### src/rtl/stereo_sample_fifo_pkg.sv
// Shared definitions for the stereo sample FIFO and the audio_mux that drains it:
// default geometry and the PRIME/RUN state encoding.
package stereo_sample_fifo_pkg;

  localparam int SSF_FIFO_WIDTH    = 6;
  localparam int SSF_AUD_BIT_DEPTH = 24;

  typedef enum logic {
    PRIME = 1'b0,
    RUN   = 1'b1
  } ssf_state_e;

endpackage

### src/rtl/stereo_sample_fifo_ram.sv
// Stereo pair storage: synchronous write, asynchronous (show-ahead) read.
// Contents are never reset.
module stereo_fifo_ram #(
  parameter int ADDR_W = 6,
  parameter int DATA_W = 48
) (
  input  logic              clk,
  input  logic              we_i,
  input  logic [ADDR_W-1:0] waddr_i,
  input  logic [DATA_W-1:0] wdata_i,
  input  logic [ADDR_W-1:0] raddr_i,
  output logic [DATA_W-1:0] rdata_o
);

  logic [DATA_W-1:0] mem [2**ADDR_W];

  always_ff @(posedge clk) begin
    if (we_i) mem[waddr_i] <= wdata_i;
  end

  assign rdata_o = mem[raddr_i];

endmodule

### src/rtl/stereo_sample_fifo.sv
// Prefilling stereo sample FIFO between the synth voice output and audio_mux.
// Holds silence until the prefill level is reached, then streams pairs on r_read.
module stereo_sample_fifo
  import stereo_sample_fifo_pkg::*;
#(
  parameter int FIFO_WIDTH    = SSF_FIFO_WIDTH,
  parameter int AUD_BIT_DEPTH = SSF_AUD_BIT_DEPTH
) (
  input  logic                     clk,
  input  logic                     reset,
  input  logic                     wr_en,
  input  logic [AUD_BIT_DEPTH-1:0] lsound_wr,
  input  logic [AUD_BIT_DEPTH-1:0] rsound_wr,
  input  logic                     l_read,
  input  logic                     r_read,
  input  logic [FIFO_WIDTH:0]      threshold,
  input  logic                     flush,
  input  logic                     clear_flags,
  output logic [AUD_BIT_DEPTH-1:0] lsound_out,
  output logic [AUD_BIT_DEPTH-1:0] rsound_out,
  output logic [FIFO_WIDTH:0]      level,
  output logic                     full,
  output logic                     empty,
  output logic                     fill_req,
  output logic                     running,
  output logic                     overflow,
  output logic                     underflow
);

  localparam logic [FIFO_WIDTH:0]   LVL_ONE  = {{FIFO_WIDTH{1'b0}}, 1'b1};
  localparam logic [FIFO_WIDTH:0]   LVL_FULL = {1'b1, {FIFO_WIDTH{1'b0}}};
  localparam logic [FIFO_WIDTH-1:0] PTR_ONE  = {{(FIFO_WIDTH-1){1'b0}}, 1'b1};

  ssf_state_e                state_q, state_d;
  logic [FIFO_WIDTH-1:0]     wr_ptr_q, wr_ptr_d;
  logic [FIFO_WIDTH-1:0]     rd_ptr_q, rd_ptr_d;
  logic [FIFO_WIDTH:0]       level_q, level_d;
  logic                      overflow_q, overflow_d;
  logic                      underflow_q, underflow_d;
  logic                      push_ok, pop_ok;
  logic                      full_w, empty_w;
  logic [FIFO_WIDTH:0]       thr_eff;
  logic [2*AUD_BIT_DEPTH-1:0] rd_pair;
  logic                      show_w;

  // The left strobe is only a timing hint from audio_mux; it never moves the FIFO.
  logic unused_l_read;
  assign unused_l_read = l_read;

  assign full_w  = (level_q == LVL_FULL);
  assign empty_w = (level_q == '0);
  // A zero threshold would otherwise let PRIME exit with nothing to play.
  assign thr_eff = (threshold == '0) ? LVL_ONE : threshold;

  always_ff @(posedge clk) begin
    if (reset) begin
      state_q     <= PRIME;
      wr_ptr_q    <= '0;
      rd_ptr_q    <= '0;
      level_q     <= '0;
      overflow_q  <= 1'b0;
      underflow_q <= 1'b0;
    end else begin
      state_q     <= state_d;
      wr_ptr_q    <= wr_ptr_d;
      rd_ptr_q    <= rd_ptr_d;
      level_q     <= level_d;
      overflow_q  <= overflow_d;
      underflow_q <= underflow_d;
    end
  end

  always_comb begin
    state_d     = state_q;
    wr_ptr_d    = wr_ptr_q;
    rd_ptr_d    = rd_ptr_q;
    level_d     = level_q;
    overflow_d  = overflow_q;
    underflow_d = underflow_q;
    push_ok     = 1'b0;
    pop_ok      = 1'b0;

    // Clear first so that a same-cycle error event below wins.
    if (clear_flags) begin
      overflow_d  = 1'b0;
      underflow_d = 1'b0;
    end

    if (flush) begin
      state_d  = PRIME;
      wr_ptr_d = '0;
      rd_ptr_d = '0;
      level_d  = '0;
    end else begin
      pop_ok  = r_read && (state_q == RUN) && !empty_w;
      push_ok = wr_en && (!full_w || pop_ok);

      if (wr_en && !push_ok) overflow_d = 1'b1;

      if (r_read && (state_q == RUN) && empty_w) begin
        underflow_d = 1'b1;
        state_d     = PRIME;
      end else if ((state_q == PRIME) && (level_q >= thr_eff)) begin
        state_d = RUN;
      end

      if (push_ok) wr_ptr_d = wr_ptr_q + PTR_ONE;
      if (pop_ok)  rd_ptr_d = rd_ptr_q + PTR_ONE;
      if (push_ok && !pop_ok)      level_d = level_q + LVL_ONE;
      else if (pop_ok && !push_ok) level_d = level_q - LVL_ONE;
    end
  end

  stereo_fifo_ram #(
    .ADDR_W (FIFO_WIDTH),
    .DATA_W (2*AUD_BIT_DEPTH)
  ) u_ram (
    .clk     (clk),
    .we_i    (push_ok && !reset),
    .waddr_i (wr_ptr_q),
    .wdata_i ({lsound_wr, rsound_wr}),
    .raddr_i (rd_ptr_q),
    .rdata_o (rd_pair)
  );

  // Stale RAM contents must never reach the DAC: silence outside RUN or when empty.
  assign show_w     = (state_q == RUN) && !empty_w;
  assign lsound_out = show_w ? rd_pair[2*AUD_BIT_DEPTH-1:AUD_BIT_DEPTH] : '0;
  assign rsound_out = show_w ? rd_pair[AUD_BIT_DEPTH-1:0] : '0;

  assign level     = level_q;
  assign full      = full_w;
  assign empty     = empty_w;
  assign fill_req  = (level_q < threshold);
  assign running   = (state_q == RUN);
  assign overflow  = overflow_q;
  assign underflow = underflow_q;

endmodule

### config.mk
export PLATFORM = sky130hd
export DESIGN_NAME = stereo_sample_fifo
export DESIGN_NICKNAME = d
export VERILOG_FILES = /design/src/rtl/stereo_sample_fifo_pkg.sv /design/src/rtl/stereo_sample_fifo_ram.sv /design/src/rtl/stereo_sample_fifo.sv
export SDC_FILE = /design/constraint.sdc
export NUM_CORES = 2
export LEC_CHECK = 0
export BUFFER_PORTS_ARGS = -buffer_cell sky130_fd_sc_hd__buf_4
export CAP_MARGIN = 0
export CORE_MARGIN = 5
export CORE_UTILIZATION = 57
export CTS_CLUSTER_DIAMETER = 30
export DETAILED_ROUTE_END_ITERATION = 10
export PLACE_DENSITY = 0.76
export SLEW_MARGIN = 20
export SYNTH_ARGS = -nofsm -noshare
export SYNTH_HDL_FRONTEND = slang
export SYNTH_SLANG_ARGS = --single-unit
export TNS_END_PERCENT = 5
### constraint.sdc
create_clock -name clk -period 4 [get_ports clk]
set_clock_uncertainty 0.05 [all_clocks]
set_input_delay 0.6 -clock clk [delete_from_list [all_inputs] [get_ports clk]]
set_output_delay 0.6 -clock clk [all_outputs]
set_load 0.01 [all_outputs]
======== Word-level counts from Yosys, hierarchy flattened ========
Memory sizes are Yosys's and may differ from the RTL's. A register that Yosys moved wholly into a read port is not among the register bits.
Cells that the tools add are included.
word-level totals
  register bits after elaboration ......... 22
  bits in writable memories ............... 3072
  input bits .............................. 62
  memories kept ........................... 1
memory list
  memory     words  width  read ports  clocked after Yosys merged registers in  wr ports  RTL line                      text
  u_ram.mem  64     48     1           1                                        1         stereo_sample_fifo_ram.sv:15  logic [DATA_W-1:0] mem [2**ADDR_W];
cells by class
  add/sub/neg operators ................... 4
  $lt $le $gt $ge ......................... 2
  equality and inequality tests ........... 1
  mux-type cells .......................... 16
  bitwise logic cells ..................... 1
  reductions and logical operators ........ 21
operators with widths
  operator                                           count
  two-way mux 24 bit                                 2
  two-way mux 7 bit                                  3
  zero test 7 bit                                    2
  adder 6 x 1 -> 6 bit (second input constant)       2
  two-way mux 6 bit                                  2
  logical AND 1 bit                                  10
  two-way mux 1 bit                                  9
  adder 7 x 1 -> 7 bit (second input constant)       1
  equality test 7 bit (second input constant)        1
  >= comparator 7 bit                                1
  < comparator 7 bit                                 1
  subtractor 7 x 1 -> 7 bit (second input constant)  1
  zero test 1 bit                                    5
  OR reduction 3 bit                                 1
  nonzero test 2 bit                                 1
  OR reduction 2 bit                                 1
  logical OR 1 bit                                   1
  inverter 1 bit                                     1

======== Longest topological paths before layout ========
  depth in word-level cells ............... 9
  mapped depth ............................ 13
  depth with buffers taken out ............ 12

======== Hierarchy ========
A second synthesis with hierarchy kept.
unflattened totals
  cells, all modules ...................... 5149
  area total of the unflattened synthesis .. 118054.5 µm²
modules (own cells, without submodules)
  module              times used  cells an instance  area each (µm²)  seq. area each (µm²)
  stereo_fifo_ram     1           4922               116156.4         92248.5
  stereo_sample_fifo  1           227                1898.1           440.4

======== Worst setup path after synthesis ========
OpenSTA, ideal clock, no wires.
  path type ............................... input to register
  start point ............................. input flush
  end point ............................... memory u_ram.mem[63][0] (enable)
  setup time .............................. 454 ps
  arrival time ............................ 3447 ps
  data required time ...................... 3496 ps
  path slack .............................. 50 ps
  cell stages on the path ................. 5
  buffers on the path ..................... 0
  cells stage by stage .................... nor2_1 nand3_1 nor2_1 nand3_1 nor2_1
on the way
  longest elaborated chain between the ends .. 4
RTL lines
  what                                     RTL line                      text
  from (decl)                              stereo_sample_fifo.sv:17      input logic flush,
  two-way mux 1 bit                        stereo_sample_fifo.sv:89      if (flush) begin
  logical AND 1 bit                        stereo_sample_fifo.sv:119     .we_i (push_ok && !reset),
  two-way mux 1 bit                        stereo_sample_fifo_ram.sv:18  if (we_i) mem[waddr_i] <= wdata_i;
  two-way mux 1 bit (not written as such)  stereo_sample_fifo_ram.sv:18
  to (decl)                                stereo_sample_fifo_ram.sv:15
No other way between the ends.

==> flow_summary.toml <==
[run_status]
outcome = "finished with violations"
violations = "negative setup slack"

[power_and_ir_drop]
power.total_mw = 79.9
p_leak_nw = 45.9
power_density_nw_per_um2 = 550
ir_worst_vdd_v = 0.000576

[routing]
wirelength_um = 418000
wl_met3_um = 66400
first_pass_iters = 7
dr_wl_met2_um = 191000
wl_met1_um = 122000
drtIter0Drc = 14500
drtAntennaViolNets = 0
drcViolationCount = 0
wl_per_cell_um = 46.2
routed.top_layer = "met5"
dr_total_vias = 69000
avgViaCountPerCell = 7.63

[worst_setup_path]
required_ns = 3.35
arrival_ns = 3.98
worstSetupStartpointType = "flip-flop"
critical_path_class = "reg2out"
crit_fanout = 18
critPathCaptureType = "output pin"

[die]
fp.dieH_um = 466
rows = 167
io_pins = 123
fp.dieW_um = 466
core_area_um2 = 207000
dieArea_um2 = 217000
start_util = 0.573

[clock_tree]
clock-root-buffer = "clkbuf_16"
clk_latency_ns = 1.00
clk_pin_slew_ns = 0.07
cts_buffer_depth = 4
cts_max_level = 5
cts_tree = "done"
numCtsBuffers = 495
cts.sinks = 3100

[finish]
syn_to_final_growth_pct = 22.3
multiInputGateArea_um2 = 25500
finalInstanceArea_um2 = 145000
fin_nets = 5909
nFillCells = 11000
layout-drive-gt1-share = 0.378
regArea_um2 = 92800

[logic_synthesis]
synth_common_cells = "3072 x edfxtp_1, 842 x mux4_2, 132 x mux2i_1, 131 x nand2_1, 113 x nor2_1"
synth-edff-count = 3072
yosysSeqAreaShare = 0.782
yosys_warnings = 0
syn_nets = 5149
synth_area_leaders = "edfxtp_1 78%, mux4_2 16%, mux2i_1 1.1%"
yosys_most_used_dff = "edfxtp_1"
synth_area_um2 = 119000
yosysTopAreaCellShare = 0.777
yosysMostFrequentCell = "edfxtp_1"
synth_cell_types = 60
postSynthCellCount = 5067
synth-seq-cells = 3100
synth_async_sr_flop_share = 0
syn_avg_cell_area_um2 = 23.4
yosys.area.top_type = "edfxtp_1"

[grt]
grt_pass1_wl_um = 545000
track_usage = 0.366
grt_max_degree = 65
grt_pass1_vias = 68500
antenna_found_initial = 27
gr-total-overflow = 0

[timing]
drv_slew = 0
fin_hold_ws_ns = 0.0449
hold_viol = 0
clock.fmax_mhz = 216
rsz0062_at_grt = "yes"
worst_pin_slew_ns = 1.05
finalWorstSetupSlack_ns = -0.633
setup_viol = 48
finalCritPeriodShare = 1.16
slew_headroom = 0.300
period_needed_ns = 4.63

[placed_design]
hpwl_um = 171000
post-place-ws_ns = 0.345
io_buffers = 121
routabilityCongestion = 0.814
post_dp_cell_area_um2 = 126000

[flow_run]
maxCapViolations = 0

[min_path]
hp-class = "in2reg"
==> what timing repair did <==
item	CTS	global route
endpoints found under the hold margin	55	0
endpoints found under the setup margin	48	48
resized for setup	95	104
gates cloned	17	5
hold buffers	9	0
buffers inserted	47	13
pin swaps	11	21
==> sequential cells by signal (all words and copies together), names as in the netlist, named ones only <==
| name | cells |
|---|---|
| level | 7 |
| overflow | 1 |
| rd_ptr_q | 6 |
| running | 1 |
| u_ram.mem | 3072 |
| underflow | 1 |
| wr_ptr_q | 6 |
==> worst paths after layout <==
check | startpoint | endpoint | slack (ns) | cells after the start
worst min register to register | underflow | underflow | 0.48 | 1
worst min-delay path | lsound_wr[3] | u_ram.mem[30][27] | 0.04 | 1
worst max register to register | level[3] | u_ram.mem[22][0] | 0.39 | 9
worst max-delay path | flip-flop | rsound_out[1] | -0.63 | 11
==> metal layers <==
metal,track usage,vias to the layer above
li1,-,23500
met1,0.448,34600
met2,0.555,8508
met3,0.130,2401
met4,0.243,24
met5,0,-
==> layout make-up <==
| class | count | share of cell area |
|---|---|---|
| clock buffer | 549 | 0.0876 |
| clock inverter | 356 | 0.0260 |
| multi-input combinational | 1679 | 0.176 |
| sequential | 3100 | 0.639 |
| timing repair buffer | 530 | 0.0464 |
| antenna | 25 | 0.000431 |
| tap | 2788 | 0.0240 |
| inverter | 21 | 0.000595 |
==> cell families after synthesis <==
family,after synthesis,share of synthesized area
flip-flops,3100,0.782
AND/OR/NAND/NOR,361,0.0135
multiplexers,990,0.172
adder cells (fa/ha/maj),20,0.00217
XOR/XNOR,10,0.000738
AO/OA/AOI/OAI,298,0.0171
buffers and inverters,288,0.0122
==> through the flow <==
stage               TNS, ns   util  std cells
finish               -16.79  0.701       9048
global route         -18.13  0.701       9028
floorplan                 0      -       5067
detailed placement        0  0.610       8027
global placement          0  0.610       8027
CTS                  -16.67  0.698       9005
==> cell usage in the layout (no fill, tap or decap), types with 59 or more instances in the layout <==
| cell | instances |
|---|---|
| bufinv_16 | 59 |
| nor2_4 | 67 |
| clkinv_1 | 63 |
| buf_4 | 313 |
| buf_12 | 135 |
| clkinv_2 | 76 |
| nand2_1 | 128 |
| clkbuf_16 | 505 |
| edfxtp_1 | 3072 |
| mux4_2 | 842 |
| mux2i_1 | 120 |
==> worst max-delay path, cell delays in order (launching register included) <==
cell       delay [ns]
dfxtp_4          0.39
buf_12           0.18
bufbuf_16        0.31
buf_16           0.19
mux4_2           0.55
and2_1           0.19
a211oi_1         0.34
a21oi_1          0.13
o22ai_1          0.26
nor2_2           0.14
buf_4            0.17
buf_4            0.14
==> power by group <==
group	leakage, nW	internal (mW)	switching [mW]
clock	7.94	26.8	16.5
combinational	10.1	0.191	0.652
sequential	27.8	35.7	0.0232
total	45.9	62.7	17.2
(Power assumes the default switching activity.)
